**src/rtl/fetch_unit_pkg.sv**
```systemverilog
// Shared constants and helpers for the copperv instruction-fetch front end.
package fetch_unit_pkg;

  localparam int unsigned PC_WIDTH_DEF   = 32;
  localparam int unsigned INST_WIDTH_DEF = 32;
  localparam int unsigned FETCH_PC_INCR  = 4;

  // Width of a counter that must hold values 0..depth inclusive.
  function automatic int unsigned cnt_width(input int unsigned depth);
    return $clog2(depth) + 1;
  endfunction

endpackage

```
**src/rtl/fetch_unit_if.sv**
```systemverilog
// Instruction-bus read channel between the fetch unit (master) and memory (slave).
interface fetch_unit_if
  import fetch_unit_pkg::*;
#(
  parameter int unsigned PC_WIDTH   = PC_WIDTH_DEF,
  parameter int unsigned INST_WIDTH = INST_WIDTH_DEF
);

  logic                  i_raddr_valid;
  logic                  i_raddr_ready;
  logic [PC_WIDTH-1:0]   i_raddr;
  logic                  i_rdata_valid;
  logic                  i_rdata_ready;
  logic [INST_WIDTH-1:0] i_rdata;

  modport master (
    output i_raddr_valid, i_raddr, i_rdata_ready,
    input  i_raddr_ready, i_rdata_valid, i_rdata
  );

  modport slave (
    input  i_raddr_valid, i_raddr, i_rdata_ready,
    output i_raddr_ready, i_rdata_valid, i_rdata
  );

endinterface

```
**src/rtl/fetch_unit_queue.sv**
```systemverilog
// In-order fetch queue: entries are allocated at issue, filled on response, and
// read at the head. Flush drops every entry and rewinds all pointers.
module fetch_queue
  import fetch_unit_pkg::*;
#(
  parameter int unsigned PC_WIDTH   = PC_WIDTH_DEF,
  parameter int unsigned INST_WIDTH = INST_WIDTH_DEF,
  parameter int unsigned DEPTH      = 4
) (
  input  logic                           clk,
  input  logic                           rst,
  input  logic                           flush,
  input  logic                           alloc_en,
  input  logic [PC_WIDTH-1:0]            alloc_pc,
  input  logic                           fill_en,
  input  logic [INST_WIDTH-1:0]          fill_data,
  input  logic                           read_en,
  output logic                           head_valid,
  output logic [INST_WIDTH-1:0]          head_inst,
  output logic [PC_WIDTH-1:0]            head_pc,
  output logic [cnt_width(DEPTH)-1:0]    alloc_cnt,
  output logic [cnt_width(DEPTH)-1:0]    pend_cnt
);

  localparam int unsigned PW = $clog2(DEPTH);
  localparam int unsigned CW = cnt_width(DEPTH);

  logic [PC_WIDTH-1:0]   pc_mem   [DEPTH];
  logic [INST_WIDTH-1:0] inst_mem [DEPTH];
  logic [DEPTH-1:0]      filled;
  logic [PW-1:0]         alloc_ptr;
  logic [PW-1:0]         fill_ptr;
  logic [PW-1:0]         read_ptr;

  assign head_valid = filled[read_ptr];
  assign head_inst  = inst_mem[read_ptr];
  assign head_pc    = pc_mem[read_ptr];

  always_ff @(posedge clk) begin
    if (rst) begin
      alloc_ptr <= '0;
      fill_ptr  <= '0;
      read_ptr  <= '0;
      alloc_cnt <= '0;
      pend_cnt  <= '0;
      filled    <= '0;
      for (int unsigned i = 0; i < DEPTH; i++) begin
        pc_mem[i]   <= '0;
        inst_mem[i] <= '0;
      end
    end else if (flush) begin
      alloc_ptr <= '0;
      fill_ptr  <= '0;
      read_ptr  <= '0;
      alloc_cnt <= '0;
      pend_cnt  <= '0;
      filled    <= '0;
    end else begin
      if (alloc_en) begin
        pc_mem[alloc_ptr] <= alloc_pc;
        alloc_ptr         <= alloc_ptr + PW'(1);
      end
      // Clear on read before set on fill so a same-slot fill is never lost.
      if (read_en) begin
        filled[read_ptr] <= 1'b0;
        read_ptr         <= read_ptr + PW'(1);
      end
      if (fill_en) begin
        inst_mem[fill_ptr] <= fill_data;
        filled[fill_ptr]   <= 1'b1;
        fill_ptr           <= fill_ptr + PW'(1);
      end
      alloc_cnt <= alloc_cnt + CW'(alloc_en) - CW'(read_en);
      pend_cnt  <= pend_cnt + CW'(alloc_en) - CW'(fill_en);
    end
  end

endmodule

```
**src/rtl/fetch_unit.sv**
```systemverilog
// Pipelined instruction fetch: up to DEPTH reads in flight, in-order queue of
// returned instructions tagged with PC, redirect with stale-response discard.
module fetch_unit
  import fetch_unit_pkg::*;
#(
  parameter int unsigned           PC_WIDTH   = PC_WIDTH_DEF,
  parameter int unsigned           INST_WIDTH = INST_WIDTH_DEF,
  parameter logic [PC_WIDTH-1:0]   PC_INIT    = '0,
  parameter int unsigned           DEPTH      = 4
) (
  input  logic                  clk,
  input  logic                  rst,
  fetch_unit_if.master          bus,
  output logic                  inst_valid,
  input  logic                  inst_ready,
  output logic [INST_WIDTH-1:0] inst,
  output logic [PC_WIDTH-1:0]   inst_pc,
  input  logic                  redirect,
  input  logic [PC_WIDTH-1:0]   redirect_pc
);

  localparam int unsigned CW = cnt_width(DEPTH);

  logic [PC_WIDTH-1:0] fetch_pc;
  logic [CW-1:0]       discard_cnt;
  logic [CW-1:0]       alloc_cnt;
  logic [CW-1:0]       pend_cnt;
  logic [CW:0]         occupancy;
  logic                issue_hs;
  logic                rsp_drop;
  logic                rsp_fill;
  logic                consume;

  assign occupancy         = {1'b0, alloc_cnt} + {1'b0, discard_cnt};
  assign bus.i_raddr_valid = !rst && (occupancy < (CW+1)'(DEPTH));
  assign bus.i_raddr       = fetch_pc;
  assign bus.i_rdata_ready = 1'b1;

  assign issue_hs = bus.i_raddr_valid && bus.i_raddr_ready;
  assign rsp_drop = bus.i_rdata_valid && (discard_cnt != '0);
  assign rsp_fill = bus.i_rdata_valid && (discard_cnt == '0);
  assign consume  = inst_valid && inst_ready;

  always_ff @(posedge clk) begin
    if (rst) begin
      fetch_pc    <= PC_INIT;
      discard_cnt <= '0;
    end else if (redirect) begin
      fetch_pc <= redirect_pc & ~PC_WIDTH'(3);
      // Every old-stream request still owed a response becomes stale; an
      // accepted response this cycle settles one of them either way.
      discard_cnt <= discard_cnt + pend_cnt + CW'(issue_hs) - CW'(bus.i_rdata_valid);
    end else begin
      if (issue_hs)
        fetch_pc <= fetch_pc + PC_WIDTH'(FETCH_PC_INCR);
      if (rsp_drop)
        discard_cnt <= discard_cnt - CW'(1);
    end
  end

  fetch_queue #(
    .PC_WIDTH   (PC_WIDTH),
    .INST_WIDTH (INST_WIDTH),
    .DEPTH      (DEPTH)
  ) u_queue (
    .clk        (clk),
    .rst        (rst),
    .flush      (redirect),
    .alloc_en   (issue_hs),
    .alloc_pc   (fetch_pc),
    .fill_en    (rsp_fill),
    .fill_data  (bus.i_rdata),
    .read_en    (consume),
    .head_valid (inst_valid),
    .head_inst  (inst),
    .head_pc    (inst_pc),
    .alloc_cnt  (alloc_cnt),
    .pend_cnt   (pend_cnt)
  );

endmodule

```
**src/flat_wrapper.sv**
```systemverilog
// flat-port wrapper written by rule: the top's interface ports become plain ports
module fetch_unit_flat import fetch_unit_pkg::*;
#(
  parameter int unsigned           PC_WIDTH   = PC_WIDTH_DEF,
  parameter int unsigned           INST_WIDTH = INST_WIDTH_DEF,
  parameter logic [PC_WIDTH-1:0]   PC_INIT    = '0,
  parameter int unsigned           DEPTH      = 4
)
  (clk, rst, inst_valid, inst_ready, inst, inst_pc, redirect, redirect_pc, bus_i_raddr_valid, bus_i_raddr, bus_i_rdata_ready, bus_i_raddr_ready, bus_i_rdata_valid, bus_i_rdata);
  fetch_unit_if #(.PC_WIDTH(PC_WIDTH), .INST_WIDTH(INST_WIDTH)) bus_i ();
  input  logic clk;
  input  logic rst;
  output logic inst_valid;
  input  logic inst_ready;
  output logic [INST_WIDTH-1:0] inst;
  output logic [PC_WIDTH-1:0] inst_pc;
  input  logic redirect;
  input  logic [PC_WIDTH-1:0] redirect_pc;
  output wire logic [$bits(bus_i.i_raddr_valid)-1:0] bus_i_raddr_valid;
  output wire logic [$bits(bus_i.i_raddr)-1:0] bus_i_raddr;
  output wire logic [$bits(bus_i.i_rdata_ready)-1:0] bus_i_rdata_ready;
  input wire logic [$bits(bus_i.i_raddr_ready)-1:0] bus_i_raddr_ready;
  input wire logic [$bits(bus_i.i_rdata_valid)-1:0] bus_i_rdata_valid;
  input wire logic [$bits(bus_i.i_rdata)-1:0] bus_i_rdata;
  assign bus_i_raddr_valid = bus_i.i_raddr_valid;
  assign bus_i_raddr = bus_i.i_raddr;
  assign bus_i_rdata_ready = bus_i.i_rdata_ready;
  assign bus_i.i_raddr_ready = bus_i_raddr_ready;
  assign bus_i.i_rdata_valid = bus_i_rdata_valid;
  assign bus_i.i_rdata = bus_i_rdata;
  fetch_unit #(.PC_WIDTH(PC_WIDTH), .INST_WIDTH(INST_WIDTH), .PC_INIT(PC_INIT), .DEPTH(DEPTH)) u_core (.clk(clk), .rst(rst), .bus(bus_i), .inst_valid(inst_valid), .inst_ready(inst_ready), .inst(inst), .inst_pc(inst_pc), .redirect(redirect), .redirect_pc(redirect_pc));
endmodule
```
**config.mk**
```make
export PLATFORM = sky130hd
export DESIGN_NAME = fetch_unit_flat
export DESIGN_NICKNAME = d
export VERILOG_FILES = /design/src/rtl/fetch_unit_pkg.sv /design/src/rtl/fetch_unit_if.sv /design/src/rtl/fetch_unit_queue.sv /design/src/rtl/fetch_unit.sv /design/src/flat_wrapper.sv
export SDC_FILE = /design/constraint.sdc
export NUM_CORES = 1
export LEC_CHECK = 0
export BUFFER_PORTS_ARGS = -buffer_cell sky130_fd_sc_hd__buf_2
export CORE_ASPECT_RATIO = 1.5
export CORE_MARGIN = 2
export CORE_UTILIZATION = 57
export DETAILED_ROUTE_END_ITERATION = 10
export GPL_ROUTABILITY_DRIVEN = 1
export PLACE_DENSITY = 0.82
export SYNTH_ARGS = -nofsm -noshare
export SYNTH_HDL_FRONTEND = slang
export SYNTH_SLANG_ARGS = --single-unit
```
**constraint.sdc**
```tcl
create_clock -name clk -period 4.6 [get_ports clk]
set_clock_uncertainty 0.05 [all_clocks]
set_input_delay 0.46 -clock clk [delete_from_list [all_inputs] [get_ports clk]]
set_output_delay 0.46 -clock clk [all_outputs]
set_load 0.03 [all_outputs]
```
==> parameters.txt <==
Parameter                              Value

Floorplan
  Core box area ... 0.0236 mm²
  Number of core rows ... 69
  Area of the die ... 0.0251 mm²
  Starting density of the core ... 57.6%
  I/O pins ... 169
  Die W ... 130 µm
  Die Span Y ... 193 µm

CTS
  Clock sinks ... 299
  Post-CTS setup buffer count ... 0
  Buffer levels on the longest clock path ... 3
  Number of H-tree levels ... 1
  Resized Gates After CTS ... 0
  Number of clock buffers inserted by TritonCTS ... 27
  Number of hold buffers added after CTS ... 0
  CTS Root Cell ... sky130_fd_sc_hd__clkbuf_16
  Clock-pin slew of the registers on the worst-case setup and hold paths ... 0.07 ns
  CTS tree ... yes
  Clock latency on the worst-skew pair ... 0.54 ns

Logic synthesis
  Fraction of synthesized cell area taken by the top area cell type ... 54.9%
  Synthesis Warnings ... 0
  Distinct cell type count of the synthesized netlist ... 46
  Commonest cells post-synth ... 248 x sky130_fd_sc_hd__edfxtp_1, 218 x sky130_fd_sc_hd__and2_1, 63 x sky130_fd_sc_hd__mux4_2
  Count of flip-flops with a built-in enable after synthesis ... 248
  Share of synthesized area occupied by flip-flops and latches ... 62.4%
  FFs w/ async S/R, synth ... 0%
  Number of instances in the synthesized netlist ... 965
  Cell types with the largest area share after synthesis ... sky130_fd_sc_hd__edfxtp_1 55%, sky130_fd_sc_hd__mux4_2 10%, sky130_fd_sc_hd__and2_1 10%
  Number of synthesized register bits ... 299
  Primary FF master, synth ... sky130_fd_sc_hd__edfxtp_1
  Most frequently used cell type in the post-synthesis netlist ... sky130_fd_sc_hd__edfxtp_1
  Avg Synthesized Cell Area ... 14.1 µm²
  Cell accounting for the most synthesized area ... sky130_fd_sc_hd__edfxtp_1
  Post-synthesis instance area ... 0.0136 mm²

Drt
  Number of iterations in the first detailed-routing pass ... 4
  Remaining antenna violation count ... 0
  Wire length per cell after detailed routing ... 20.1 µm
  DR iter-0 viols ... 514
  Vias after detailed routing ... 8276
  Post-detailed-route DRC marker count ... 0
  Detailed-route vias per instance ... 5.72
  Final Routed Wirelength ... 29200 µm

Power
  Power share of the sequential group ... 51.3%
  Pwr Density ... 400 mW/mm²
  Logic gate share of total power ... 12.7%
  Internal power component ... 4.66 mW
  Clk network pwr share ... 36.0%
  Switching part of the total ... 25.2%
  Leakage ... 6.04 nW
  Switch Pwr ... 1.57 mW
  Max rail drop VDD ... 308 µV

Finish
  Post-route non-filler standard cell count ... 1447
  Area growth from synthesis to layout ... 14.6%
  Number of nets at the end of the flow ... 1200
  Final Cell Area ... 0.0156 mm²
  N_diodes ... 0
  Fraction of final layout cells sized beyond drive strength 1 ... 27.1%

Place
  Global placement routability congestion ... 0.781
  Port Buffer Count ... 161
  Detailed placement HPWL ... 18100 µm
  Cell total after placement ... 1397
  Placed cell areas ... 0.0147 mm²

Timing
  Top achievable clock speed ... 283 MHz
  Post-route fraction of the period consumed by the critical path ... 76.8%
  Slew at the pin with the worst max-slew slack ... 0.961 ns
  Slew Viols, Final ... 0
  Setup Total Neg Slack ... 0 ns
  Worst slew margin ... 35.9%
  Final setup violating endpoints ... 0
  Count of final hold-check violations ... 0
  Shortest period the worst path allows ... 3.53 ns
  Unrepaired setup endpoints after global routing ... false

Setup path
  Type of the setup path with the least slack ... reg -> reg
  Slowest cell on crit path ... sky130_fd_sc_hd__or2_2
  Crit path max fanout ... 31
  Startpoint class of the critical path ... flip-flop
  Slowest stage delay, CP ... 0.75 ns
  Endpoint arrival time on the critical path ... 3.64 ns
  Critical Path Sink Type ... flip-flop
  Reg-to-Reg Start ... u_core.u_queue.alloc_cnt[2]
  Cell breakdown of the critical path ... ha_1 -> nor4_1 -> and4_1 -> and3b_1 -> buf_4 -> or2_2
  Required time of the critical path ... 4.71 ns
  Crit. Startpoint ... u_core.u_queue.alloc_cnt[2]

Hold path
  Worst min-delay path startpoint ... redirect_pc[2]
  Type of the most critical hold path ... in -> reg

Global routing
  Number of antenna violations at the first check in global routing ... 1
  Vias in the first global route ... 8494
  Total global routing overflow ... 0
  Tot GR Track Use ... 23.4%
  Maximum number of pins on one net before global-route repair ... 51
  Global-route wire length before repair ... 44900 µm

Flow run
  Maxcap violations ... 0

Status
  Outcome ... finished, final reports clean
==> cell families (layout without fill, tap and decap cells) <==
| kind of cell | after synthesis | in the layout | synth area share [%] |
|---|---|---|---|
| adders and majority gates | 23 | 23 | 2.34 |
| xor gates and xnor gates | 36 | 36 | 2.32 |
| AOI/OAI and AO/OA | 47 | 47 | 2.43 |
| buffers and inverters | 90 | 250 | 2.74 |
| muxes | 64 | 64 | 10.5 |
| and+or+nand+nor | 404 | 404 | 17.2 |
| DFF | 299 | 299 | 62.4 |
| other | 2 | 5 | 0.0553 |
==> final timing paths <==
path                                                     end  slack [ns]  cells after the start
worst max-delay path            u_core.u_queue.pc_mem[1][30]        1.07                      6
worst min-delay path                   u_core.bus.i_raddr[2]        0.13                      3
worst max register to register  u_core.u_queue.pc_mem[1][30]        1.07                      6
worst min register to register      u_core.u_queue.filled[0]        0.46                      2
==> stage by stage <==
step                power [mW]  hold slack [ns]  worst slack (ns)  util (%)
floorplan                 3.78            0.410              1.32         -
global placement          4.02            0.428              1.09      62.2
detailed placement        4.05            0.444              1.08      62.2
CTS                       6.25            0.117              1.07      66.0
global route              6.43            0.132             0.832      66.0
finish                    6.22            0.131              1.07      66.0
==> per-layer routing <==
layer | share of wire, % | up-vias | track usage (%)
met1 | 38 | 4131 | 27.7
met4 | 2.7 | 2 | 8.40
li1 | - | 3796 | -
met3 | 5.4 | 66 | 3.45
met2 | 54 | 281 | 43.1
met5 | 0.045 | - | 0
==> state kept, by name (all words and copies together), names as in the netlist, 3 cells and up, named ones only <==
name	cells
u_core.u_queue.filled	4
u_core.u_queue.pend_cnt	3
u_core.discard_cnt	3
u_core.u_queue.alloc_cnt	3
u_core.u_queue.inst_mem	128
u_core.u_queue.pc_mem	120
u_core.bus.i_raddr	30
==> cell type report <==
| class | instances | area [µm²] |
|---|---|---|
| multi-input cells | 579 | 4770 |
| fillers | 1681 | 8020 |
| inverters | 20 | 75.1 |
| repair buffers | 180 | 948 |
| flip-flops and latches | 299 | 8470 |
| well taps | 319 | 399 |
| clock inverters | 17 | 136 |
| clock buffers | 33 | 749 |
==> power by group through the flow <==
stage	registers, mW	logic (mW)	clock network [mW]
global placement	3.24	0.780	0
detailed placement	3.25	0.795	0
finish	3.19	0.793	2.24
floorplan	3.24	0.536	0
global route	3.21	0.863	2.35
CTS	3.19	0.798	2.26
==> worst max-delay path, delay by kind of cell, from the launching register on <==
family | cells | cell delay, ns
buf+inv | 1 | 0.32
simple gates | 4 | 2.13
flops | 1 | 0.33
fa+ha+maj | 1 | 0.30
==> cell usage in the layout (no fill, tap or decap), types with 4 or more instances in the layout <==
master,synthesis,final
sky130_fd_sc_hd__a211oi_1,17,17
sky130_fd_sc_hd__a21oi_1,11,11
sky130_fd_sc_hd__a22oi_1,5,5
sky130_fd_sc_hd__and2_1,218,218
sky130_fd_sc_hd__and3_1,39,39
sky130_fd_sc_hd__and4_1,5,5
sky130_fd_sc_hd__buf_2,0,161
sky130_fd_sc_hd__buf_4,5,19
sky130_fd_sc_hd__clkbuf_16,0,28
sky130_fd_sc_hd__clkinv_1,0,5
sky130_fd_sc_hd__clkinv_2,0,8
sky130_fd_sc_hd__conb_1,2,5
sky130_fd_sc_hd__dfxtp_1,51,49
sky130_fd_sc_hd__edfxtp_1,248,248
sky130_fd_sc_hd__fa_1,4,4
sky130_fd_sc_hd__ha_1,19,19
sky130_fd_sc_hd__inv_1,20,20
sky130_fd_sc_hd__mux4_2,63,63
sky130_fd_sc_hd__nand2_1,35,35
sky130_fd_sc_hd__nand3_1,14,14
sky130_fd_sc_hd__nand4_1,5,5
sky130_fd_sc_hd__nor2_1,42,41
sky130_fd_sc_hd__nor3_1,19,16
sky130_fd_sc_hd__nor4_1,8,7
sky130_fd_sc_hd__nor4_2,3,4
sky130_fd_sc_hd__or2_2,7,7
sky130_fd_sc_hd__xnor2_1,29,29
sky130_fd_sc_hd__xor2_1,7,7
Power figures use the tool's default switching activity.
